--- src/rtl/zxuno_regbus_master.sv ---
// Bridges CPU I/O cycles on two ports onto an 8-bit register bus: one port selects a
// register number, the other reads or writes the selected register.
module zxuno_regbus_master #(
  parameter logic [15:0] ADDR_PORT  = 16'hFC3B,
  parameter logic [15:0] DATA_PORT  = 16'hFD3B,
  parameter logic [7:0]  RESET_ADDR = 8'h00
) (
  input  logic        clk,
  input  logic        rst,
  input  logic [15:0] a,
  input  logic        iorq_n,
  input  logic        rd_n,
  input  logic        wr_n,
  input  logic [7:0]  cpu_din,
  output logic [7:0]  cpu_dout,
  output logic        cpu_oe,
  output logic [7:0]  zxuno_addr,
  output logic        zxuno_regwr,
  output logic        zxuno_regrd,
  output logic [7:0]  reg_dout,
  input  logic [7:0]  reg_din,
  input  logic        reg_oe
);

  typedef enum logic [1:0] {IDLE, WRITE, READ, WAIT_END} state_t;

  state_t     state, state_nxt;
  logic [7:0] rd_latch;
  logic       after_rst;
  logic       io_wr, io_rd, hit_addr, hit_data;
  logic       addr_load, dout_load, latch_load;

  // RD and WR both low is a bus fault, so neither decode fires.
  assign io_wr    = !iorq_n && !wr_n &&  rd_n;
  assign io_rd    = !iorq_n && !rd_n &&  wr_n;
  assign hit_addr = (a == ADDR_PORT);
  assign hit_data = (a == DATA_PORT);

  // NOTE: every output of a combinational block gets a default first, otherwise
  // any path that skips an assignment infers a latch.
  always_comb begin
    state_nxt  = state;
    addr_load  = 1'b0;
    dout_load  = 1'b0;
    latch_load = 1'b0;
    unique case (state)
      IDLE: begin
        // A strobe that was already low when reset released is not a new access.
        if (after_rst && !iorq_n) begin
          state_nxt = WAIT_END;
        end else if (io_wr && hit_addr) begin
          addr_load = 1'b1;
          state_nxt = WAIT_END;
        end else if (io_wr && hit_data) begin
          dout_load = 1'b1;
          state_nxt = WRITE;
        end else if (io_rd && hit_data) begin
          latch_load = 1'b1;
          state_nxt  = READ;
        end
      end
      WRITE:    state_nxt = WAIT_END;
      READ: begin
        latch_load = 1'b1;
        if (!io_rd) state_nxt = IDLE;
      end
      WAIT_END: if (iorq_n) state_nxt = IDLE;
      default:  state_nxt = IDLE;
    endcase
  end

  // NOTE: clocked state uses non-blocking assignments so every flop samples the
  // pre-edge values regardless of statement order.
  always_ff @(posedge clk) begin
    if (rst) begin
      state       <= IDLE;
      after_rst   <= 1'b1;
      zxuno_addr  <= RESET_ADDR;
      reg_dout    <= 8'h00;
      rd_latch    <= 8'hFF;
      zxuno_regwr <= 1'b0;
      zxuno_regrd <= 1'b0;
    end else begin
      state       <= state_nxt;
      after_rst   <= 1'b0;
      zxuno_regwr <= (state_nxt == WRITE);
      zxuno_regrd <= (state_nxt == READ);
      if (addr_load)  zxuno_addr <= cpu_din;
      if (dout_load)  reg_dout   <= cpu_din;
      if (latch_load) rd_latch   <= reg_oe ? reg_din : 8'hFF;
    end
  end

  // Reading the address port is answered directly, without involving the FSM.
  always_comb begin
    cpu_oe   = 1'b0;
    cpu_dout = 8'hFF;
    if (io_rd && hit_addr) begin
      cpu_oe   = 1'b1;
      cpu_dout = zxuno_addr;
    end else if (state == READ) begin
      cpu_oe   = 1'b1;
      cpu_dout = rd_latch;
    end
  end

endmodule
--- config.mk ---
export PLATFORM = sky130hd
export DESIGN_NAME = zxuno_regbus_master
export DESIGN_NICKNAME = d
export VERILOG_FILES = /design/src/rtl/zxuno_regbus_master.sv
export SDC_FILE = /design/constraint.sdc
export NUM_CORES = 1
export LEC_CHECK = 0
export CORE_UTILIZATION = 38
export CTS_CLUSTER_DIAMETER = 150
export DETAILED_ROUTE_END_ITERATION = 6
export GPL_TIMING_DRIVEN = 0
export MAX_ROUTING_LAYER = met4
export PLACE_DENSITY = 0.79
export SETUP_SLACK_MARGIN = 0.4
export SLEW_MARGIN = 25
export SYNTH_ARGS = -nofsm -noshare
export SYNTH_HDL_FRONTEND = slang
export SYNTH_SLANG_ARGS = --single-unit
--- constraint.sdc ---
create_clock -name clk -period 2.2 [get_ports clk]
set_input_delay 0.44 -clock clk [delete_from_list [all_inputs] [get_ports clk]]
set_output_delay 0.44 -clock clk [all_outputs]
set_load 0.02 [all_outputs]
== Word-level counts from Yosys, hierarchy flattened ==
Cells that the tools add are included.

* Reductions and logical operators: 13
* Equal/unequal tests: 7
* Muxes and demuxes: 25

{| class="wikitable"
|+ Operator list
! operator !! count
|-
| $eq A16 B16 Y1 const B || 2
|-
| $mux W8 || 3
|-
| $mux W1 || 14
|-
| $mux W2 || 6
|-
| $logic_and A1 B1 Y1 || 9
|-
| $pmux W2 S4 || 1
|-
| $eq A2 B2 Y1 const B || 3
|-
| $eq A2 B1 Y1 const B || 2
|-
| $logic_not A1 Y1 || 3
|-
| $logic_not A2 Y1 || 1
|-
| $pmux W1 S2 || 1
|}

* Input bits: 38
* Flip-flop bits (word level): 29
* Word-level logic and storage cells: 52

== Logic depth before layout (Yosys ltp) ==
* Depth in word-level cells: 10
* Depth in mapped cells: 6
* Depth with buffers taken out: 4

== Worst setup path after synthesis ==
OpenSTA, ideal clock, no wires.

* Path type: input port to output port
* Start point: input a[9]
* End point: output cpu_dout[0]
* Stages on the path: 5
* Setup slack: -0.173 ns
* Path buffers: 1
* Arrival: 1.933 ns
* Cell sequence: nand4bb_1 > or3_1 > buf_6 > nor4_4 > mux2_2

* Cells in the longest elaborated chain, start to end: 3

{| class="wikitable"
|+ Ends and longest elaborated chain
! what !! line !! source
|-
| start: declaration || 10 || <nowiki>input logic [15:0] a,</nowiki>
|-
| $eq A16 B16 Y1 || 36 || <nowiki>assign hit_addr = (a == ADDR_PORT);</nowiki>
|-
| $logic_and A1 B1 Y1 || 98 || <nowiki>if (io_rd && hit_addr) begin</nowiki>
|-
| $mux W8 || 98 ||
|-
| end: declaration || 15 || <nowiki>output logic [7:0] cpu_dout,</nowiki>
|}

Every way passes these cells.

== Worst setup path in the final report ==
* Start point: input a[2]
* End point: output cpu_dout[6]

The elaborated chain is that of the path after synthesis.

==> results_tabular.tex <==
\begin{tabular}{lr}
\hline
Metric & Value \\
\hline
\multicolumn{2}{l}{\textbf{Critical path}} \\
\quad Startpoint of the worst setup timing path & a[2] \\
\quad Arrival @ worst endpoint & 2.22 ns \\
\quad Crit Reg-Reg Startpoint & after\_rst \\
\quad Critical Path Source Type & primary input \\
\quad Endpoint of the worst-slack reg-to-reg timing path & zxuno\_addr[1] \\
\quad WP data required & 1.76 ns \\
\quad Setup slack, reg-to-reg & between 0.3 and 0.4 ns \\
\quad Setup crit end kind & output port \\
\quad Worst-path maximum fanout & 4 \\
\quad Critical setup path kind & in -> out \\
\quad Number of cells on the worst reg-to-reg path & 5 \\
\quad Capture point of the critical path & cpu\_dout[6] \\
\multicolumn{2}{l}{\textbf{Run status}} \\
\quad Result of the run & complete, but fails checks \\
\quad Violations in the final reports & negative setup slack \\
\multicolumn{2}{l}{\textbf{Pwr}} \\
\quad Max IR drop VDD & 0.395 mV \\
\quad Power share of the sequential group & a little under half \\
\quad Clock share of power & 37.3\% \\
\quad Comb power frac & 16.1\% \\
\quad Power Internal & 0.000890 W \\
\quad Switching share of power & 24.5\% \\
\quad Power per standard cell area & 438 nW/µm² \\
\quad Post-route total power & 0.00118 W \\
\quad Leakage power total & 1.05 nW \\
\quad Switching pwr & roughly 0.00029 W \\
\multicolumn{2}{l}{\textbf{Route}} \\
\quad Via count normalized by instance count & about 5.3 \\
\quad Average routed wire per standard cell & 15.3 µm \\
\quad Number of DRC markers in iteration 0 & 56 \\
\quad Post-detailed-route count of antenna-violating nets & 0 \\
\quad Routed wire length & 4770 µm \\
\quad 1st-pass router iterations & 4 \\
\quad Via count & 1638 \\
\quad Drc violations & 0 \\
\multicolumn{2}{l}{\textbf{Placement}} \\
\quad Number of placed instances with taps included & 277 \\
\quad Final HPWL DP & 2820 µm \\
\quad Placed cell areas & roughly 2200 µm² \\
\quad Last weighted congestion value of the routability-driven placer & $\sim$0.76 \\
\quad Port Buffer Count & 64 \\
\multicolumn{2}{l}{\textbf{Floorplan}} \\
\quad Number of placement rows & 22 \\
\quad Floorplan die width & 64.4 µm \\
\quad Top Ports & 65 \\
\quad Height of the die & roughly 64 µm \\
\quad Placeable Area & 3690 µm² \\
\quad Total die area & 4150 µm² \\
\quad Starting Density & 40.1\% \\
\multicolumn{2}{l}{\textbf{Flow run}} \\
\quad Max-cap violation count & 0 \\
\multicolumn{2}{l}{\textbf{Layout}} \\
\quad Number of filler cells placed in the layout & 259 \\
\quad Seq. cell area & 581 µm² \\
\quad Net count of the finished layout & 301 \\
\quad Antenna Diode Count & 0 \\
\quad Area used by multi-input combinational logic & 1010 µm² \\
\quad Layout-stage area growth over the synthesis result & 81.9\% \\
\quad Cell Count, Final, Fillers Out & 311 \\
\quad Layout cells sized above 1 & a little over a third \\
\quad Final Cell Area & around 2700 µm² \\
\multicolumn{2}{l}{\textbf{Synthesis}} \\
\quad Yosys cell types & 31 \\
\quad Yosys warnings & 0 \\
\quad Summed instance area of the synthesized netlist & 1480 µm² \\
\quad Synth top area share & 39.2\% \\
\quad Fraction of the yosys area taken by sequential cells & 39.2\% \\
\quad Instance count of the mapped netlist & 165 \\
\quad Post-synth net total & 203 \\
\quad Number of synthesized register bits & 29 \\
\quad Number of enable-type register cells in the synthesized netlist & 0 \\
\quad Primary FF master, synth & sky130\_fd\_sc\_hd\_\_dfxtp\_1 \\
\quad Share of synthesized registers carrying an async set or reset & 0\% \\
\quad Cell accounting for the most synthesized area & sky130\_fd\_sc\_hd\_\_dfxtp\_1 \\
\quad Avg Synthesized Cell Area & 8.97 µm² \\
\quad Dominant cells by area after synthesis & sky130\_fd\_sc\_hd\_\_dfxtp\_1 39\%, sky130\_fd\_sc\_hd\_\_mux2i\_1 6.1\%, sky130\_fd\_sc\_hd\_\_mux2\_2 6.1\% \\
\multicolumn{2}{l}{\textbf{Timing}} \\
\quad Worst-case clock skew & 0.00428 ns \\
\quad Final setup violating endpoints & 18 \\
\quad Final-report hold violation count & 0 \\
\quad Post-route fraction of the period consumed by the critical path & 121\% \\
\quad Slew at the pin closest to its max-slew limit & around 0.59 ns \\
\quad Maximum achievable frequency & 0.375 GHz \\
\quad Worst setup margin & -0.463 ns \\
\quad Final-layout worst hold slack & 0.470 ns \\
\quad Worst slew margin & 60.1\% \\
\quad Sum of negative setup slack & -4.36 ns \\
\quad Unrepaired setup endpoints after global routing & yes \\
\quad Final-report max-slew violation count & 0 \\
\quad Minimum clock period after layout & 2.66 ns \\
\multicolumn{2}{l}{\textbf{Clocking}} \\
\quad CTS tree & done \\
\quad Clock transition at the register clock pins on the worst setup and hold paths after CTS & 0.06 ns \\
\quad Root buffer selected by CTS & sky130\_fd\_sc\_hd\_\_clkbuf\_8 \\
\quad Clk buf depth & 2 \\
\quad Clock Latency Late Sink & 0.28 ns \\
\quad Number of buffers created by CTS & 5 \\
\quad Clock Sink Count & 29 \\
\quad Quantity of hold-fixing buffers added after cts & 0 \\
\quad CTS HTree Levels & 2 \\
\multicolumn{2}{l}{\textbf{Global route}} \\
\quad Global-route congestion overflow total & 0 \\
\quad Antenna violations before repair & 0 \\
\quad Pin count of the biggest net entering global routing & 11 \\
\quad Overall Global Routing Usage & between 20\% and 30\% \\
\quad Number of global-route vias before repair & 1548 \\
\quad Global-route wire length before repair & 6780 µm \\
\multicolumn{2}{l}{\textbf{Min path}} \\
\quad Worst hold path class & reg -> reg \\
\quad Cells on Worst Hold Path & 2 \\
\hline
\end{tabular}
[power groups by stage]
stage	logic [W]	registers [W]	clock network (W)
floorplan	0.0000654	0.000561	0
global placement	0.000162	0.000560	0
detailed placement	0.000163	0.000560	0
CTS	0.000171	0.000548	0.000441
global route	0.000201	0.000552	0.000470
finish	0.000190	0.000550	0.000439
[cells in the mapped netlist (2+ instances only)]
library cell and count:
sky130_fd_sc_hd__mux2i_1 9, sky130_fd_sc_hd__dfxtp_1 29, sky130_fd_sc_hd__inv_1 3, sky130_fd_sc_hd__or3_1 9, sky130_fd_sc_hd__a21oi_1 17, sky130_fd_sc_hd__nor4_1 2, sky130_fd_sc_hd__o21ai_0 14, sky130_fd_sc_hd__nor2_1 11
sky130_fd_sc_hd__or4_1 2, sky130_fd_sc_hd__o21ai_1 3, sky130_fd_sc_hd__buf_2 2, sky130_fd_sc_hd__mux2_2 8, sky130_fd_sc_hd__nor4_4 2, sky130_fd_sc_hd__nor3b_1 9, sky130_fd_sc_hd__clkbuf_1 9, sky130_fd_sc_hd__nand4bb_1 3
sky130_fd_sc_hd__nand3_1 16, sky130_fd_sc_hd__nand2b_1 4
[layout by cell type, fill, tap and decap left out, types with 7 or more instances in the layout]
cell and n:
sky130_fd_sc_hd__a21oi_1 13, sky130_fd_sc_hd__buf_2 10, sky130_fd_sc_hd__buf_4 16, sky130_fd_sc_hd__buf_6 23
sky130_fd_sc_hd__clkbuf_1 7, sky130_fd_sc_hd__clkbuf_8 7, sky130_fd_sc_hd__clkdlybuf4s50_1 39, sky130_fd_sc_hd__dfxtp_1 29
sky130_fd_sc_hd__mux2_4 8, sky130_fd_sc_hd__mux2i_1 9, sky130_fd_sc_hd__nand3_1 11, sky130_fd_sc_hd__nor2_1 11
sky130_fd_sc_hd__nor3b_1 9, sky130_fd_sc_hd__o21ai_1 9, sky130_fd_sc_hd__or3_1 8
[what timing repair did]
| action | in CTS | in global routing |
|---|---|---|
| resized for setup | 106 | 50 |
| gates cloned | 1 | 0 |
| pin swaps | 6 | 11 |
| buffers inserted | 18 | 8 |
| setup endpoints to repair | 37 | 36 |
[logic make-up after synthesis]
kind of cell	Yosys count	share of synthesized area (%)
multiplexers	17	12.2
buffers and inverters	15	4.48
AND/OR/NAND/NOR	65	29.4
flip-flops	29	39.2
AO/OA/AOI/OAI	39	14.7
[cell type report]
type / instances / share of cell area, %
Tap cell: 48 / 2.23
Sequential cell: 29 / 21.6
Buffer: 12 / 3.35
Timing Repair Buffer: 91 / 31.9
Multi-Input combinational cell: 121 / 37.4
Clock buffer: 7 / 3.21
Inverter: 3 / 0.418
[registers in the layout, indices dropped and copies added (netlist names)]
| signal | count |
|---|---|
| state | 2 |
| reg_dout | 8 |
| after_rst | 1 |
| zxuno_regwr | 1 |
| zxuno_regrd | 1 |
| zxuno_addr | 8 |
| rd_latch | 8 |
[per-stage QoR]
step / util [%] / setup slack, ns
after floorplan: - / -0.173
after global placement: 59.5 / -1.25
after detailed placement: 59.5 / -1.25
after CTS: 66.6 / -0.408
after global routing: 73.0 / -0.530
final: 73.0 / -0.463
[worst max-delay path, stage by stage]
cell and delay [ns]:
sky130_fd_sc_hd__buf_6 0.09, sky130_fd_sc_hd__nand4b_1 0.22, sky130_fd_sc_hd__or3_4 0.41, sky130_fd_sc_hd__buf_6 0.13
sky130_fd_sc_hd__nor4_4 0.28, sky130_fd_sc_hd__buf_4 0.21, sky130_fd_sc_hd__mux2_4 0.31, sky130_fd_sc_hd__buf_6 0.13
[per-layer routing]
layer  wire [µm]  vias to the layer above  global-route usage [%]
li1            -                      806                       -
met1        2050                      765                    25.4
met2        2370                       61                    37.1
met3         293                        6                    6.34
met4          45                        0                    6.67
met5           0                        -                       -
[worst min path at each step]
stage	from	endpoint	slack [ns]
floorplan	rst	after_rst	0.47
global placement	reg_dout[7]	reg_dout[7]	0.46
detailed placement	reg_dout[4]	reg_dout[4]	0.47
CTS	reg_dout[4]	reg_dout[4]	0.47
global route	reg_dout[6]	reg_dout[6]	0.50
finish	reg_dout[6]	reg_dout[6]	0.47
No activity file was read; power rests on OpenSTA's default activity.
